### src/rtl/updown_counter_n.sv
// updown_counter_n: generic up/down counter with programmable terminal, load, saturation and cascade carry
module updown_counter_n #(
    parameter int unsigned WIDTH = 4,
    parameter logic [WIDTH-1:0] MAX_VAL = {WIDTH{1'b1}},
    parameter bit SATURATE = 1'b0
) (
    input  logic             CLK,
    input  logic             RST,
    input  logic [WIDTH-1:0] A,
    input  logic             U_DB,
    input  logic             ENPB,
    input  logic             ENTB,
    input  logic             LOADB,
    output logic [WIDTH-1:0] Q,
    output logic             RCOB,
    output logic             WRAP
);
    logic at_top, at_zero, over, count_en, wrap_next;
    logic [WIDTH-1:0] count_next;
    assign at_top   = Q >= MAX_VAL;
    assign at_zero  = Q == '0;
    assign over     = Q > MAX_VAL;
    assign count_en = LOADB && !ENPB && !ENTB;
    assign RCOB     = !(!ENTB && (U_DB ? at_top : at_zero));
    // Terminals are found by comparison, so out-of-range loads re-enter the range instead of overflowing
    always_comb begin
        count_next = U_DB ? (at_top ? (SATURATE ? MAX_VAL : '0) : Q + 1'b1)
                          : (over ? MAX_VAL : at_zero ? (SATURATE ? '0 : MAX_VAL) : Q - 1'b1);
        wrap_next  = !SATURATE && (U_DB ? at_top : (at_zero && !over));
    end
    always_ff @(posedge CLK) begin
        if (RST) begin
            Q    <= '0;
            WRAP <= 1'b0;
        end else if (!LOADB) begin
            Q    <= A;
            WRAP <= 1'b0;
        end else begin
            Q    <= count_en ? count_next : Q;
            WRAP <= count_en && wrap_next;
        end
    end
endmodule

### config.mk
export PLATFORM = sky130hd
export DESIGN_NAME = updown_counter_n
export DESIGN_NICKNAME = d
export VERILOG_FILES = /design/src/rtl/updown_counter_n.sv
export SDC_FILE = /design/constraint.sdc
export NUM_CORES = 1
export LEC_CHECK = 0
export ABC_AREA = 1
export CAP_MARGIN = 10
export CORE_AREA = 2 2 39 41
export DETAILED_ROUTE_END_ITERATION = 16
export DIE_AREA = 0 0 41 43
export SLEW_MARGIN = 20
export SYNTH_ARGS = -nofsm -noshare
export SYNTH_HDL_FRONTEND = slang
export SYNTH_SLANG_ARGS = --single-unit
### constraint.sdc
create_clock -name CLK -period 1.5 [get_ports CLK]
set_clock_uncertainty 0.15 [all_clocks]
set_input_delay 0.3 -clock CLK [delete_from_list [all_inputs] [get_ports CLK]]
set_output_delay 0.3 -clock CLK [all_outputs]
set_load 0.03 [all_outputs]
==> impl_results.md <==
* DP Area at 636.9 um2
* Req. time, crit path at 1050 ps
* Tcrit/Tclk final at 122.6%
* Clock Latency Late Sink at 240 ps
* EDFF count, synth at 0
* Post-Syn Area at 387.9 um2
* Die height at 43 um
* Worst-case clock buffer depth at 2
* Synthesized area per cell at 6.574 um2
* Asr flop ratio synth at 0%
* VDD IR max at 396.3 uV
* CP Cell Sequence: inv_4 -> ha_4 -> inv_2 -> nor3_4 -> o21ai_2 -> or2_4 -> buf_6
* FILL cells at 162
* First-pass GRT wire length at 1538 um
* CP startpoint kind: register
* Final WS setup at -338.8 ps
* Fin area at 703.2 um2
* Synthesized Nets at 71
* Die area at 1763 um2
* M1 WL at 425 um
* Post-layout util at 50.81%
* Die W at 41 um
* Final Hold Violating Endpoints at 0
* Min Hold Slack at 495.4 ps
* CP Max Fanout at 3
* Pre-CTS setup slack at -302.4 ps
* Vias at 455
* Clk sinks at 5
* Area of the multi-input gates at 281.5 um2
* Crit path max-delay family: flip-flops
* First-iteration detailed-routing DRC count at 13
* Max Slew Vio Count at 0
* Sw frac at 32.21%
* Outcome: complete, but fails checks
* Met3 WL at 50 um
* Share of the synthesized area in the top cell type at 25.81%
* CTS H-tree depth at 1
* YS warnings at 0
* Reg power frac at 31.1%
* WP buf/inv at 3
* Met2 Routed Length at 490 um
* FF/Latch Area at 110.1 um2
* Main synth FF type: dfxtp_1
* Setup violations, final at 1
* Leak pwr at 0.3231 nW
* Failing checks: negative setup slack
* Min Tclk post-route at 1839 ps
* Total power at 0.5128 mW
* P_int at 0.3477 mW
* Gr usage total at 12.78%
* DRC at 0
* Max_slew headroom at 80.46%
* Largest net degree at the start of global routing at 8
* Vias per inst at 4.375
* Final net count at 101
* CTS tree: built
* DRT antenna net count at 0
* Worst-Margin Slew at 294.2 ps
* Number of global-route vias before repair at 422
* Clock power share at 29.8%
* Seq/Total Area, Yosys at 25.81%
* Non-filler instance count after layout at 104
* Largest stage delay, worst path at 360 ps
* DRT Wirelength at 966 um
* Max Fclk at 543.8 MHz
* Pwr Density at 729.3 nW/um2
* Crit path max-delay cell type: dfxtp_4
* Synth top area cells: dfxtp_1 26%, nand3_1 7.7%, nand2_1 7.7%, nor2_1 7.7%, inv_1 6.8%
* Combinational Power Share at 39.1%
* Share of cells above drive strength 1 at 42.05%
* Critical path arrival at 1390 ps
* FP Rows at 14
* CP Class: register to output pin
* Avg WL per Cell at 9.288 um
* # port buffers at 15
* N_diodes at 0
* Top cells by count, synth: 8 x nand2_1, 8 x nor2_1, 7 x inv_1
* Total grt overflow at 0
* Setup TNS at -338.8 ps
* Initial Utilization at 28.03%
* Area leader, netlist: dfxtp_1
* Worst Setup End Kind: output pin
* P_sw at 0.1652 mW
* HPWL Detailed at 763.9 um
* Number of synthesized register bits at 5
* Netlist cell types at 20
* Initial antenna violation count at 0
* Type of the tightest min-delay check: register to register
* Root Buffer: clkbuf_4
* CORE AREA at 1384 um2
* # IOs at 16
* Top Layer Used: met3
* Post-Place Cells at 98
* P&R area growth vs syn at 81.29%
* Worst-path clk slew at 50 ps
* Post-synthesis cell count at 59
* Drt first pass iters at 2
* RePlAce Congestion at 0.7147
* Max-cap violations at 0
* CTS buffer count at 3
* RSZ-0062 raised after global routing: yes
[area by class of cell]
| cell class | count | share of cell area [%] |
|---|---|---|
| repair buffers | 26 | 31.67 |
| clock buffers | 4 | 3.737 |
| well taps | 16 | 2.847 |
| flip-flops and latches | 5 | 15.66 |
| multi-input cells | 43 | 40.04 |
| inverters | 10 | 6.050 |
[flip-flops by register name, summed over array words and instances (netlist names)]
register  flops
WRAP          1
Q             4
[routing by layer]
| metal | up-vias | track usage, % |
|---|---|---|
| met1 | 194 | 14.24 |
| met5 | - | 0 |
| li1 | 249 | - |
| met2 | 12 | 22.19 |
| met3 | 0 | 3.141 |
| met4 | 0 | 4.000 |
[path summary, 6_finish.rpt]
kind	startpoint	endpoint	cells after the start	slack (ps)
setup / recovery	Q[1]	RCOB	7	-340
hold / removal	Q[2]	Q[2]	3	500
setup reg to reg	Q[1]	Q[2]	8	160
hold reg to reg	Q[2]	Q[2]	3	500
[cells by family after synthesis]
group,after synthesis,share of synthesized area (%)
compound gates,8,10.97
xor+xnor,2,4.517
fa+ha+maj,2,6.451
buf+inv,11,12.58
flops,5,25.81
simple gates,31,39.68
[power by group through the flow]
stage | Clock [mW] | Combinational [mW] | Sequential (mW)
finish | 0.153 | 0.201 | 0.160
detailed placement | 0 | 0.188 | 0.158
floorplan | 0 | 0.0850 | 0.180
global placement | 0 | 0.187 | 0.158
global route | 0.169 | 0.222 | 0.161
CTS | 0.158 | 0.198 | 0.156
[what timing repair did]
item	in CTS	in global routing
setup endpoints to repair	2	2
hold buffers	0	0
pin swaps	3	0
gates resized for setup	3	3
buffers inserted	2	0
[tightest hold or removal path, stage by stage, from the launching register on]
cell and delay (ps):
dfxtp_2 340, buf_4 150, nand2_1 60, a21oi_1 50
[cells in the final DEF (no fill, tap or decap), types with 2 or more instances in the layout]
| cell type | instances |
|---|---|
| o21ai_0 | 2 |
| nand3_1 | 6 |
| nor2_1 | 8 |
| clkbuf_4 | 3 |
| buf_4 | 15 |
| dfxtp_2 | 2 |
| ha_4 | 2 |
| nand4_1 | 2 |
| inv_2 | 4 |
| a21oi_1 | 4 |
| inv_1 | 4 |
| inv_4 | 2 |
| clkdlybuf4s50_1 | 9 |
| nand2_1 | 8 |
| dfxtp_4 | 2 |
No activity file was read; power rests on OpenSTA's default activity.
